### src/rtl/packet_transmitter.sv
// Packet source: 4 preamble symbols, 3 zero symbols, then BRAM data symbols, each held N beats.
// Define PACKET_TX_GRAY_EN to Gray-map data symbols before constellation mapping.
module packet_transmitter #(
    parameter int unsigned C_M00_AXIS_TDATA_WIDTH = 32,
    parameter int unsigned BRAM_BITDEPTH          = 16,
    parameter int unsigned BRAM_BITWIDTH          = 2
) (
    input  logic                                  m00_axis_aclk,
    input  logic                                  m00_axis_areset,
    input  logic                                  start,
    output logic                                  busy,
    output logic                                  done,
    input  logic [31:0]                           num_samples,
    input  logic [BRAM_BITDEPTH-1:0]              data_len,
    input  logic [1:0]                            p1_sym,
    input  logic signed [15:0]                    amplitude,
    output logic [BRAM_BITDEPTH-1:0]              bram_addr,
    input  logic [BRAM_BITWIDTH-1:0]              bram_dout,
    input  logic                                  m00_axis_tready,
    output logic                                  m00_axis_tvalid,
    output logic [C_M00_AXIS_TDATA_WIDTH-1:0]     m00_axis_tdata,
    output logic                                  m00_axis_tlast,
    output logic [C_M00_AXIS_TDATA_WIDTH/8-1:0]   m00_axis_tstrb
);

    typedef enum logic [2:0] {StIdle, StP0, StP1, StP2, StP3, StZero, StData} state_e;

    state_e                   state_q, state_d;
    logic [31:0]              n_q, n_d;
    logic [31:0]              beat_q, beat_d;
    logic [BRAM_BITDEPTH-1:0] len_q, len_d;
    logic [BRAM_BITDEPTH-1:0] idx_q, idx_d;
    logic [BRAM_BITDEPTH-1:0] addr_q, addr_d;
    logic [1:0]               p1_q, p1_d;
    logic [15:0]              amp_q, amp_d;
    logic [1:0]               cur_q, cur_d;
    logic [1:0]               nxt_q, nxt_d;
    logic [1:0]               fetch_q, fetch_d;
    logic                     done_q, done_d;

    logic                     accept;
    logic                     sym_end;
    logic [1:0]               rd_sym;
    logic [1:0]               data_sym;
    logic [31:0]              tx_word;

    function automatic logic [31:0] iq_word(input logic [1:0] s, input logic [15:0] a);
        logic [15:0] na;
        na = -a;
        case (s)
            2'd0:    iq_word = {a, 16'h0000};
            2'd1:    iq_word = {16'h0000, a};
            2'd2:    iq_word = {na, 16'h0000};
            default: iq_word = {16'h0000, na};
        endcase
    endfunction

    assign rd_sym  = bram_dout[1:0];
    assign accept  = m00_axis_tvalid && m00_axis_tready;
    assign sym_end = accept && (beat_q == n_q - 32'd1);

    // fetch_q[1] marks the cycle in which bram_dout carries the launched address' data.
    always_comb begin
        state_d = state_q;
        n_d     = n_q;
        beat_d  = beat_q;
        len_d   = len_q;
        idx_d   = idx_q;
        addr_d  = addr_q;
        p1_d    = p1_q;
        amp_d   = amp_q;
        cur_d   = cur_q;
        nxt_d   = nxt_q;
        fetch_d = {fetch_q[0], 1'b0};
        done_d  = 1'b0;

        if (fetch_q[1]) nxt_d = rd_sym;
        if (accept) beat_d = sym_end ? 32'd0 : beat_q + 32'd1;

        unique case (state_q)
            StIdle: begin
                if (start) begin
                    state_d = StP0;
                    n_d     = (num_samples < 32'd2) ? 32'd2 : num_samples;
                    len_d   = data_len;
                    p1_d    = p1_sym;
                    amp_d   = amplitude;
                    beat_d  = 32'd0;
                    idx_d   = '0;
                end
            end
            StP0: if (sym_end) state_d = StP1;
            StP1: if (sym_end) state_d = StP2;
            StP2: if (sym_end) state_d = StP3;
            StP3: begin
                if (sym_end) begin
                    state_d    = StZero;
                    idx_d      = '0;
                    addr_d     = '0;
                    fetch_d[0] = 1'b1;
                end
            end
            StZero: begin
                if (sym_end) begin
                    if (idx_q == BRAM_BITDEPTH'(2)) begin
                        state_d = StData;
                        idx_d   = '0;
                        cur_d   = fetch_q[1] ? rd_sym : nxt_q;
                        if (len_q != '0) begin
                            addr_d     = BRAM_BITDEPTH'(1);
                            fetch_d[0] = 1'b1;
                        end
                    end else begin
                        idx_d = idx_q + BRAM_BITDEPTH'(1);
                    end
                end
            end
            StData: begin
                if (sym_end) begin
                    if (idx_q == len_q) begin
                        state_d = StIdle;
                        done_d  = 1'b1;
                    end else begin
                        idx_d = idx_q + BRAM_BITDEPTH'(1);
                        cur_d = fetch_q[1] ? rd_sym : nxt_q;
                        // Skip the prefetch past the last address so bram_addr never wraps.
                        if (idx_q + BRAM_BITDEPTH'(1) != len_q) begin
                            addr_d     = idx_q + BRAM_BITDEPTH'(2);
                            fetch_d[0] = 1'b1;
                        end
                    end
                end
            end
            default: state_d = StIdle;
        endcase
    end

    always_ff @(posedge m00_axis_aclk) begin
        if (m00_axis_areset) begin
            state_q <= StIdle;
            n_q     <= '0;
            beat_q  <= '0;
            len_q   <= '0;
            idx_q   <= '0;
            addr_q  <= '0;
            p1_q    <= '0;
            amp_q   <= '0;
            cur_q   <= '0;
            nxt_q   <= '0;
            fetch_q <= '0;
            done_q  <= 1'b0;
        end else begin
            state_q <= state_d;
            n_q     <= n_d;
            beat_q  <= beat_d;
            len_q   <= len_d;
            idx_q   <= idx_d;
            addr_q  <= addr_d;
            p1_q    <= p1_d;
            amp_q   <= amp_d;
            cur_q   <= cur_d;
            nxt_q   <= nxt_d;
            fetch_q <= fetch_d;
            done_q  <= done_d;
        end
    end

`ifdef PACKET_TX_GRAY_EN
    always_comb begin
        unique case (cur_q)
            2'b00:   data_sym = 2'd0;
            2'b01:   data_sym = 2'd1;
            2'b11:   data_sym = 2'd2;
            default: data_sym = 2'd3;
        endcase
    end
`else
    assign data_sym = cur_q;
`endif

    always_comb begin
        tx_word = '0;
        unique case (state_q)
            StP0, StP2, StP3: tx_word = iq_word(2'd0, amp_q);
            StP1:             tx_word = iq_word(p1_q, amp_q);
            StData:           tx_word = iq_word(data_sym, amp_q);
            default:          tx_word = '0;
        endcase
    end

    assign m00_axis_tvalid = (state_q != StIdle);
    assign m00_axis_tdata  = C_M00_AXIS_TDATA_WIDTH'(tx_word);
    assign m00_axis_tlast  = (state_q == StData) && (idx_q == len_q) && (beat_q == n_q - 32'd1);
    assign m00_axis_tstrb  = '1;
    assign bram_addr       = addr_q;
    assign busy            = (state_q != StIdle);
    assign done            = done_q;

endmodule

### config.mk
export PLATFORM = sky130hd
export DESIGN_NAME = packet_transmitter
export DESIGN_NICKNAME = d
export VERILOG_FILES = /design/src/rtl/packet_transmitter.sv
export SDC_FILE = /design/constraint.sdc
export NUM_CORES = 1
export LEC_CHECK = 0
export BUFFER_PORTS_ARGS = -buffer_cell sky130_fd_sc_hd__buf_2
export CAP_MARGIN = 0
export CORE_UTILIZATION = 43
export DETAILED_ROUTE_END_ITERATION = 8
export SLEW_MARGIN = 20
export SYNTH_ARGS = -nofsm -noshare
export SYNTH_HDL_FRONTEND = slang
export SYNTH_SLANG_ARGS = --single-unit
### constraint.sdc
create_clock -name m00_axis_aclk -period 5.2 [get_ports m00_axis_aclk]
set_clock_uncertainty 0.15 [all_clocks]
set_input_delay 1.04 -clock m00_axis_aclk [delete_from_list [all_inputs] [get_ports m00_axis_aclk]]
set_output_delay 1.04 -clock m00_axis_aclk [all_outputs]
set_load 0.05 [all_outputs]
# Word level (Yosys, flattened, before mapping)
# Index checks and enable logic that the tools add are counted.
totals:
  reg_bits: 140
  latch_bits: 0
  ram_bits: 0
  rom_bits: 0
  out_inout_bits: 56
  wordCells: 112
  memories: 0
classes:
  addsub: 5
  multipliers: 0
  div_mod_pow: 0
  order_cmp: 1
  eq_ne: 26
  shifts: 0
  n_mux: 47
  bitwise_logic: 2
  n_reduce_logical: 19
ops:
  columns: ["operator", "count"]
  rows:
  - ["32-bit one-hot mux with 3 select lines", 3]
  - ["16-bit two-way mux", 12]
  - ["32-bit two-way mux", 5]
  - ["16-bit one-hot mux with 4 select lines", 1]
  - ["16-bit one-hot mux with 3 select lines", 1]
  - ["32-bit by 1-bit adder with 32-bit output, second input constant", 1]
  - ["32-bit equality test", 1]
  - ["32-bit by 2-bit < comparator with 1-bit output, second input constant", 1]
  - ["32-bit by 1-bit subtractor with 32-bit output, second input constant", 1]
  - ["3-bit two-way mux", 9]
  - ["2-bit inequality test, second input constant", 12]
  - ["3-bit one-hot mux with 7 select lines", 1]
  - ["16-bit by 1-bit adder with 16-bit output, second input constant", 1]
  - ["16-bit by 2-bit adder with 16-bit output, second input constant", 1]
  - ["16-bit equality test", 1]
  - ["16-bit by 2-bit equality test with 1-bit output, second input constant", 1]
  - ["16-bit inequality test", 1]
  - ["16-bit negator", 1]
  - ["16-bit nonzero test", 1]
  - ["2-bit two-way mux", 5]
  - ["3-bit equality test, second input constant", 3]
  - ["9-bit AND reduction", 1]
  - ["1-bit two-way mux", 8]
  - ["8-bit AND reduction", 1]
  - ["other kinds (17)", 27]

# Longest topological paths before layout
# Gate-level depths: netlist of the first run.
logic_depth:
  ltp_word: 7
  ltp_mapped: 14
  ltp_nobuf: 11

# Worst setup path before layout of the first run
# Ideal clock, no wire load.
synth_timing:
  path_kind: "reg-to-output"
  startpoint: "register n_q[0]"
  endpoint: "output port m00_axis_tlast"
  t_arrival_ps: 3797
  t_required_ps: 4010
  slack_ps: 213
  stages_incl_launch_ff: 12
  cell_sequence: "dfxtp_1 inv_1 ha_1 or4b_1 or2_2 nor4_1 xnor2_1 nor4_1 nand3_1 nor4_1 nand4_1 nor3_1"
synth_via:
  elab_chain_cells: 3
synth_rtl:
  columns: ["item", "line", "rtl"]
  rows:
  - ["from (decl)", "29", "logic [31:0] n_q, n_d;"]
  - ["from (signal assigned)", "154", "n_q <= n_d;"]
  - ["32-bit by 1-bit subtractor with 32-bit output", "193", "assign m00_axis_tlast = (state_q == StData) && (idx_q == len_q) && (beat_q == n_q - 32'd1);"]
  - ["32-bit equality test", "193", null]
  - ["1-bit logical AND", "193", null]
  - ["to (decl)", "22", "output logic m00_axis_tlast,"]
# Every way passes these cells.

# Final worst setup path of the first run
# Ends and elaborated chain as after synthesis.

==> results of run 1 <==
[worst register-to-register path, cell delays in order, from the launching register on]
cell and delay (ns):
dfxtp_1 0.35, inv_1 0.08, ha_1 0.24, or4b_4 0.55, or4_1 0.50, or3_4 0.40, a2111oi_4 0.34, nand4b_1 0.16
or4_1 0.61, o21a_1 0.49, or4_1 0.53, a21oi_1 0.17
[stage by stage]
stage          std cells  worst slack, ns
2_1_floorplan       1183            0.213
3_3_place_gp        1497            0.398
3_5_place_dp        1497            0.373
4_1_cts             1527         0.000178
5_1_grt             1527          -0.0410
6_report            1527            0.130
[power by group through the flow]
stage | combinational, W | clock (W) | sequential, W
4_1_cts | 0.00145 | 0.00138 | 0.00132
6_report | 0.00149 | 0.00135 | 0.00133
5_1_grt | 0.00163 | 0.00142 | 0.00135
3_3_place_gp | 0.00144 | 0 | 0.00134
2_1_floorplan | 0.00117 | 0 | 0.00125
3_5_place_dp | 0.00145 | 0 | 0.00135
[routing by layer]
layer  share of wire, %  GRT usage (%)
met2                 45           38.7
met3                5.3           4.08
met5                  0              0
met1                 48           34.8
met4                2.0           8.32
[area by class of cell]
cell class              count  area share (%)
multi-input cells         932            55.4
flip-flops and latches    140            27.4
repair buffers            134            6.84
clock buffers              20            4.46
well taps                 270            3.30
clock inverters            10            1.84
inverters                  21           0.769
[cell usage in the layout (no fill, tap or decap), drive strengths merged, types with 28 or more instances in the layout]
master	n
a21oi	118
a22o	28
nor3	41
nor2	87
o21ai	45
xnor2	66
nand2	172
nand3	30
xor2	45
dfxtp	140
buf	134
nor4	32
[repair_timing]
| item | in CTS | in global routing |
|---|---|---|
| gates resized for setup | 2 | 6 |
| pin swaps | 0 | 1 |
| gates cloned | 0 | 0 |
| endpoints found under the setup margin | 1 | 3 |
| setup buffers | 0 | 0 |
[worst min-delay path by stage]
stage / startpoint / end / slack, ns / depth (start not counted)
after CTS: fetch_q[0] / fetch_q[1] / 0.32 / 1
final: amp_q[0] / amp_q[0] / 0.33 / 2
after global placement: fetch_q[0] / fetch_q[1] / 0.30 / 1
after floorplan: fetch_q[0] / fetch_q[1] / 0.26 / 1
after global routing: fetch_q[0] / fetch_q[1] / 0.33 / 1
after detailed placement: fetch_q[0] / fetch_q[1] / 0.32 / 1
[logic make-up after synthesis]
logic type                 share of synthesized area (%)
and+or+nand+nor                                     29.7
muxes                                              0.945
AOI/OAI and AO/OA                                   20.8
other                                             0.0423
xor gates and xnor gates                            11.0
DFF                                                 31.6
buffers and inverters                               5.15
adders and majority gates                          0.846
[sequential cells by signal, summed over array words and instances, names as in the netlist]
| register | flops |
|---|---|
| amp_q | 16 |
| idx_q | 16 |
| beat_q | 32 |
| state_q | 3 |
| done | 1 |
| fetch_q | 2 |
| nxt_q | 2 |
| cur_q | 2 |
| p1_q | 2 |
| len_q | 16 |
| bram_addr | 16 |
| n_q | 32 |
==> impl_metrics.tcl, run 1 <==
set metrics [dict create \
    synth_seq_cells 140 \
    dieArea_um2 21200 \
    maxCapViolCount 0 \
    r2r-start "n_q[0]" \
    arrival_ns 3.88 \
    status "finished clean" \
    comb_power_share_pct 35.8 \
    finalMaxSlewViolations 0 \
    clock-root-buffer "clkbuf_16" \
    r2r-end "idx_q[5]" \
    synth_flop_cell "dfxtp_1" \
    async_flop_share_pct 0 \
    rows 52 \
    crit_top_cell "nor4_2" \
    grt_overflow_total 0 \
    clkSlewWorstSetupHoldPaths_ns 0.06 \
    worstSetupPathDepth 12 \
    final.setup.tns_ns 0 \
    timing.final.crit_period_ns 5.07 \
    routabilityCongestion 0.890 \
    r2r_cells 11 \
    drc_errors 0 \
    synth_area_um2 8870 \
    total_power_w 0.00417 \
    fp.dieW_um 146 \
    grt_max_degree 43 \
    worst_hold_slack_ns 0.326 \
    place_area_um2 9560 \
    ir_drop_mv 0.226 \
    first_iter_violations 787 \
    internal_power_w 0.00255 \
    syn_inst 1180 \
    setup_viol 0 \
    area_growth_syn_to_layout_pct 15.5 \
    seqCellArea_um2 2800 \
    synth_top_area_share_pct 31.6 \
    synth_edf_count 0 \
    fmax_mhz 197 \
    track_usage_pct 24.9 \
    final_core_util_pct 50.6 \
    detail-route-antenna-nets 0 \
    hpwl_um 18700 \
    slew_headroom_pct 36.8 \
    antenna_found_initial 0 \
    crit_buf_inv 2 \
    p_switching_w 0.00162 \
    clk_latency_ns 0.43 \
    cts_made_buffers 17 \
    power_density_nw_per_um2 407 \
    slowest_delay_ns 0.55 \
    endpoint "m00_axis_tlast" \
    p_leak_nw 3.79 \
    wire_per_inst_um 17.3 \
    hold_viol 0 \
    drive_gt1_share_pct 15.4 \
    die_h_um 146 \
    port_buffers 123 \
    multi_input_area_um2 5680 \
    critPathKind "flip-flop to primary output" \
    clkPwrFrac_pct 32.4 \
    period_share_pct 97.5 \
    post-synth-top-count-cell "nand2_1" \
    core_um2 20200 \
    ys_seq_area_share_pct 31.6 \
    crit_path_end_kind "primary output" \
    holdBufCountCts 0 \
    cts_tree "yes" \
    crit_family "simple AND/OR/NAND/NOR gates" \
    final_area_um2 10200 \
    nets 1324 \
    critPathRequiredTime_ns 4.01 \
    synthTopCellsByCount "172 x nand2_1, 140 x dfxtp_1, 118 x a21oi_1" \
    vias 8922 \
    ys_top_cells_by_area "dfxtp_1 32%, nand2_1 7.3%, a21oi_1 6.7%" \
    ys_warn_count 0 \
    swShare_pct 38.9 \
    worstPathMaxFanout 6 \
    startpoint "n_q[0]" \
    r2r_setup_slack_ns 0.57 \
    worstMarginPinSlew_ns 0.948 \
    syn-mean-instance-area_um2 7.52 \
    p_seq_share_pct 31.8 \
    clockBufferDepth 2 \
    crit_slowest_cell "or4b_4" \
    first_global_vias 8038 \
    yosys.area.top_type "dfxtp_1" \
    via_per_inst 5.84 \
    first_pass_iters 5 \
    grt_pass1_wl_um 42500 \
    wirelength_um 26400 \
    antennaDiodeCount 0 \
    crit_chain "inv_1, ha_1, or4b_4, or2_2, nor4_1, xnor2_1, nor4_2, nand3_1, nor4_2, nand4_1, nor3_2, buf_4" \
    fillers 2025 \
    start_util_pct 43.9 \
    worstHoldPathType "flip-flop to flip-flop" \
    start_kind "flip-flop" \
    ys_types 74 \
    htree_num_levels 4 \
    io_pins 128 \
    cts_sinks 140 \
]
No activity file was read; power rests on OpenSTA's default activity.
==> inputs of run 2 (changes only) <==
--- a/config.mk
+++ b/config.mk
@@ -5,6 +5,7 @@
 export SDC_FILE = /design/constraint.sdc
 export NUM_CORES = 1
 export LEC_CHECK = 0
+export ABC_AREA = 1
 export BUFFER_PORTS_ARGS = -buffer_cell sky130_fd_sc_hd__buf_2
 export CAP_MARGIN = 0
 export CORE_UTILIZATION = 43
==> constraint.sdc (replaced) <==
create_clock -name m00_axis_aclk -period 5.85 [get_ports m00_axis_aclk]
set_clock_uncertainty 0.15 [all_clocks]
set_input_delay 1.17 -clock m00_axis_aclk [delete_from_list [all_inputs] [get_ports m00_axis_aclk]]
set_output_delay 1.17 -clock m00_axis_aclk [all_outputs]
set_load 0.05 [all_outputs]
==> impl_metrics.tcl, run 2 <==
set metrics [dict create \
    fmax_mhz 229 \
    synth_compound_area_share_pct 13.7 \
    start_util_pct 44.0 \
    crit_family "simple AND/OR/NAND/NOR gates" \
    syn_inst 1589 \
    ys_top_cells_by_area "dfxtp_1 28%, nand2_1 15%, inv_1 8.0%" \
    first_pass_iters 5 \
    crit_path_end_kind "primary output" \
    port_buffers 123 \
    synthTopCellsByCount "406 x nand2_1, 211 x inv_1, 207 x nor2_1" \
    cts_tree "yes" \
    htree_num_levels 4 \
    critPathKind "flip-flop to primary output" \
    fillers 2428 \
    ir_drop_mv 0.265 \
    largest_registers "beat_q (32), n_q (32)" \
    worstMarginPinSlew_ns 0.888 \
    grt_overflow_total 0 \
    ys_types 56 \
    crit_top_cell "nand2_1" \
    cts_made_buffers 17 \
    cts_sinks 140 \
    setup_viol 0 \
    routabilityCongestion 0.923 \
    wire_per_inst_um 15.1 \
    yosys.area.top_type "dfxtp_1" \
    core_um2 22600 \
    synth-simple-area-share_pct 38.1 \
    crit_chain "inv_1, ha_1, nand2_1, nor4_1, nand2_1, nor3_1, nand2_1, nor2_1, nand3_1, xor2_1, nand2_1, nand3_1, o211ai_1, buf_2" \
    drive_gt1_share_pct 14.3 \
    r2r-start "n_q[1]" \
    antennaDiodeCount 0 \
    cts_resized 0 \
    p_leak_nw 5.34 \
    clk_latency_ns 0.43 \
    area_growth_syn_to_layout_pct 14.0 \
    synth_top_family_by_area "simple AND/OR/NAND/NOR gates" \
    mostFrequentLayoutCells "406 x nand2_1, 211 x inv_1, 206 x nor2_1, 140 x dfxtp_1, 123 x buf_2" \
    die_h_um 154 \
    final.setup.tns_ns 0 \
    synth_flop_cell "dfxtp_1" \
    track_usage_pct 25.8 \
    grt_pass1_wl_um 49100 \
    total_power_w 0.00525 \
    ys_warn_count 0 \
    power_density_nw_per_um2 462 \
    first_global_vias 9502 \
    synth_top_area_share_pct 28.2 \
    crit_buf_inv 2 \
    post_cts_buffers 0 \
    clockBufferDepth 2 \
    timing.final.crit_period_ns 4.37 \
    io_pins 128 \
    finalMaxSlewViolations 0 \
    crit_slowest_cell "nor4_1" \
    synth_area_um2 9950 \
    syn-mean-instance-area_um2 6.26 \
    clkSlewWorstSetupHoldPaths_ns 0.06 \
    drc_errors 0 \
    period_share_pct 74.6 \
    worstPathMaxFanout 6 \
    worstHoldPathType "flip-flop to flip-flop" \
    hold_path.startpoint "fetch_q[0]" \
    post-synth-top-count-cell "nand2_1" \
    fp.dieW_um 154 \
    critPathRequiredTime_ns 4.53 \
    start_kind "flip-flop" \
    synth_xor_area_share_pct 8.16 \
    holdBufCountCts 0 \
    first_iter_violations 841 \
    synth_fa_ha_area_share_pct 0.754 \
    maxCapViolCount 0 \
    dieArea_um2 23800 \
    ys_seq_area_share_pct 28.2 \
    layout_commonest_cell "nand2_1" \
    wirelength_um 30000 \
    slew_headroom_pct 40.6 \
    hold_viol 0 \
    synth_edf_count 0 \
    vias 10271 \
    antenna_found_initial 0 \
    clock-root-buffer "clkbuf_16" \
    rsz0062_at_grt "false" \
    startpoint "amp_q[1]" \
    async_flop_share_pct 0 \
    muxShareOfSynthArea_pct 0.201 \
    detail-route-antenna-nets 0 \
    arrival_ns 3.05 \
    slowest_delay_ns 0.35 \
    hpwl_um 22900 \
    status "finished clean" \
    grt_max_degree 49 \
    synth_seq_cells 140 \
    nets 1768 \
    rows 55 \
    via_per_inst 5.17 \
]
## run 2: path summary, 6_finish.rpt
| kind | endpoint | slack [ns] | depth (start not counted) |
|---|---|---|---|
| min reg2reg | fetch_q[1] | 0.27 | 2 |
| min | fetch_q[1] | 0.27 | 2 |
| max | m00_axis_tdata[30] | 1.48 | 14 |
| max reg2reg | beat_q[22] | 2.47 | 13 |
## run 2: power by group
part | internal [W] | switching (W)
Clock | 0.000664 | 0.000480
Combinational | 0.000826 | 0.00199
Sequential | 0.00113 | 0.000157
## run 2: layout make-up
type                       instances  area (um2)  area share, %
multi-input combinational       1182        6080           53.6
sequential                       140        2800           24.7
inverter                         217         815           7.18
timing repair buffer             132         683           6.02
clock buffer                      19         453           3.99
tap                              285         357           3.14
clock inverter                    13         155           1.37
## run 2: worst reg2reg max path, stage by stage (launching register included)
cell and delay, ns:
dfxtp_1 0.35, nor2_2 0.16, nand2_2 0.12, nor2_4 0.34, nand2_1 0.20, o21ai_1 0.31, nand4_1 0.17, nor2_1 0.12
nand2_1 0.11, nor2_2 0.14, nand3_4 0.17, nand2_1 0.67, or2_2 0.23, inv_1 0.04
## run 2: logic make-up (layout without fill, tap and decap cells)
kind of cell,after synthesis,in the layout
AND/OR/NAND/NOR,861,861
buffers and inverters,270,381
AO/OA/AOI/OAI,218,218
flip-flops,140,140
XOR/XNOR,91,91
adder cells (fa/ha/maj),6,6
multiplexers,2,2
other,1,4
## run 2: metrics by stage
stage / utilization [%] / worst slack (ns) / hold WS [ns] / area, um2 / cells
after floorplan: - / 1.77 / 0.238 / 9960 / 1592
after global placement: 47.4 / 1.93 / 0.259 / 10700 / 1956
after detailed placement: 47.4 / 1.90 / 0.256 / 10700 / 1956
after CTS: 50.1 / 1.53 / 0.268 / 11300 / 1988
after global routing: 50.1 / 1.19 / 0.283 / 11300 / 1988
final: 50.1 / 1.48 / 0.266 / 11300 / 1988
## run 2: metal layers
metal | vias to the layer above | wire, um | global-route usage [%]
met5 | - | 0 | 0
met3 | 32 | 1530 | 3.61
met1 | 4678 | 15000 | 36.7
met2 | 276 | 13000 | 40.2
met4 | 0 | 415 | 7.76
li1 | 5285 | - | -
==> inputs of run 3 (changes only) <==
--- a/config.mk
+++ b/config.mk
@@ -5,7 +5,7 @@
 export SDC_FILE = /design/constraint.sdc
 export NUM_CORES = 1
 export LEC_CHECK = 0
-export ABC_AREA = 1
+export ABC_AREA = 0
 export BUFFER_PORTS_ARGS = -buffer_cell sky130_fd_sc_hd__buf_2
 export CAP_MARGIN = 0
 export CORE_UTILIZATION = 43
==> constraint.sdc (replaced) <==
create_clock -name m00_axis_aclk -period 4.17 [get_ports m00_axis_aclk]
set_clock_uncertainty 0.15 [all_clocks]
set_input_delay 0.834 -clock m00_axis_aclk [delete_from_list [all_inputs] [get_ports m00_axis_aclk]]
set_output_delay 0.834 -clock m00_axis_aclk [all_outputs]
set_load 0.05 [all_outputs]
==> impl_metrics.tcl, run 3 (synthesis results as in run 1) <==
set metrics [dict create \
    status "finished with violations" \
    violations "negative setup slack" \
    via_per_inst 5.86 \
    fmax_mhz 222 \
    finalWorstSetupSlack_ns -0.337 \
    critPathKind "flip-flop to primary output" \
    comb_power_share_pct 44.5 \
    dieArea_um2 21200 \
    crit_path_end_kind "primary output" \
    r2r-start "n_q[0]" \
    first_pass_iters 5 \
    crit_family "simple AND/OR/NAND/NOR gates" \
    clockBufferDepth 2 \
    routabilityCongestion 0.907 \
    maxCapViolCount 0 \
    dr_wl_met3_um 1790 \
    io_pins 128 \
    wire_per_inst_um 17.9 \
    grt_overflow_total 0 \
    first_global_vias 8724 \
    fp.dieW_um 146 \
    finalNonFillerCells 1644 \
    worstHoldPathType "flip-flop to flip-flop" \
    internal_power_w 0.00364 \
    p_switching_w 0.00236 \
    start_kind "flip-flop" \
    met1_length_um 13400 \
    rows 52 \
    crit_top_cell "buf_4" \
    clkPwrFrac_pct 29.0 \
    crit_buf_inv 4 \
    core_um2 20200 \
    crit_slowest_cell "or4_4" \
    setup_viol 56 \
    cts_tree "yes" \
    worstPathMaxFanout 4 \
    area_growth_syn_to_layout_pct 34.7 \
    clkSlewWorstSetupHoldPaths_ns 0.06 \
    htree_num_levels 4 \
    track_usage_pct 27.1 \
    clk_latency_ns 0.43 \
    arrival_ns 3.52 \
    largest_registers "beat_q (32), n_q (32)" \
    antenna_found_initial 1 \
    cts_sinks 140 \
    nets 1437 \
    place_inst 1575 \
    start_util_pct 43.9 \
    first_iter_violations 758 \
    grt_pass1_wl_um 45900 \
    detail-route-antenna-nets 0 \
    cts_made_buffers 17 \
    crit_chain "buf_4, or4_4, buf_4, nor4_4, buf_4, a21oi_1, o21ai_1, a31oi_4, nor4_4, nand4_1, nor3_2, buf_6" \
    drive_gt1_share_pct 30.0 \
    clock-root-buffer "clkbuf_16" \
    p_seq_share_pct 26.5 \
    hpwl_um 19700 \
    period_share_pct 108 \
    drc_errors 0 \
    routed.top_layer "met4" \
    power_density_nw_per_um2 502 \
    wirelength_um 29400 \
    finalMaxSlewViolations 0 \
    layout_commonest_cell "nand2_1" \
    slowest_delay_ns 0.53 \
    ir_drop_mv 0.301 \
    slew_headroom_pct 40.1 \
    critPathRequiredTime_ns 3.19 \
    hold_path.startpoint "fetch_q[0]" \
    p_leak_nw 4.49 \
    grt_max_degree 43 \
    met2WireLength_um 13300 \
    startpoint "n_q[0]" \
    swShare_pct 39.4 \
    hold_viol 0 \
    final_area_um2 12000 \
    mostFrequentLayoutCells "169 x nand2_1, 136 x dfxtp_1, 118 x buf_2, 105 x buf_4, 99 x a21oi_1" \
    place_area_um2 10200 \
    vias 9635 \
    timing.final.crit_period_ns 4.51 \
    die_h_um 146 \
    worstMarginPinSlew_ns 0.896 \
    port_buffers 123 \
    rsz0062_at_grt "true" \
    r2r_setup_slack_ns -0.28 \
]
[run 3: path summary, 6_finish.rpt]
path / end / cells past startpoint
worst max-delay path: m00_axis_tlast / 12
worst min-delay path: fetch_q[1] / 1
worst max register to register: idx_q[2] / 14
worst min register to register: fetch_q[1] / 1
[run 3: area by class of cell]
cell class	instances	area, um2
Sequential cell	140	2810
Antenna cell	2	5.00
Timing Repair Buffer	247	1730
Clock inverter	12	209
Clock buffer	20	457
Tap cell	270	338
Multi-Input combinational cell	932	6330
Inverter	21	78.8
Fill cell	1833	8280
[run 3: what timing repair did]
action	in CTS	in global routing
setup buffers	20	13
cloned	5	0
hold buffers	0	0
pin swaps	20	62
resized for setup	60	131
endpoints found under the hold margin	0	0
setup endpoints to repair	56	63
[run 3: stage by stage]
stage	TNS [ns]	setup slack (ns)	utilization (%)	power (W)	hold slack [ns]
6_report	-10.54	-0.337	59.1	0.00600	0.326
5_1_grt	-17.53	-0.480	59.1	0.00630	0.330
4_1_cts	-3.94	-0.287	56.3	0.00571	0.323
3_5_place_dp	-3.96	-0.211	50.4	0.00376	0.302
3_3_place_gp	-0.444	-0.146	50.3	0.00374	0.297
2_1_floorplan	-1.35	-0.295	-	0.00303	0.264
[run 3: power groups by stage]
stage          sequential, W  combinational, W  clock [W]
3_5_place_dp         0.00161           0.00215          0
3_3_place_gp         0.00161           0.00214          0
6_report             0.00159           0.00267    0.00174
4_1_cts              0.00158           0.00237    0.00176
2_1_floorplan        0.00156           0.00147          0
5_1_grt              0.00161           0.00287    0.00183
[run 3: per-layer routing]
layer / track usage (%) / up-vias
met4: 10.1 / 0
met5: 0 / -
met2: 42.0 / 363
met3: 5.45 / 69
li1: - / 4638
met1: 37.2 / 4565
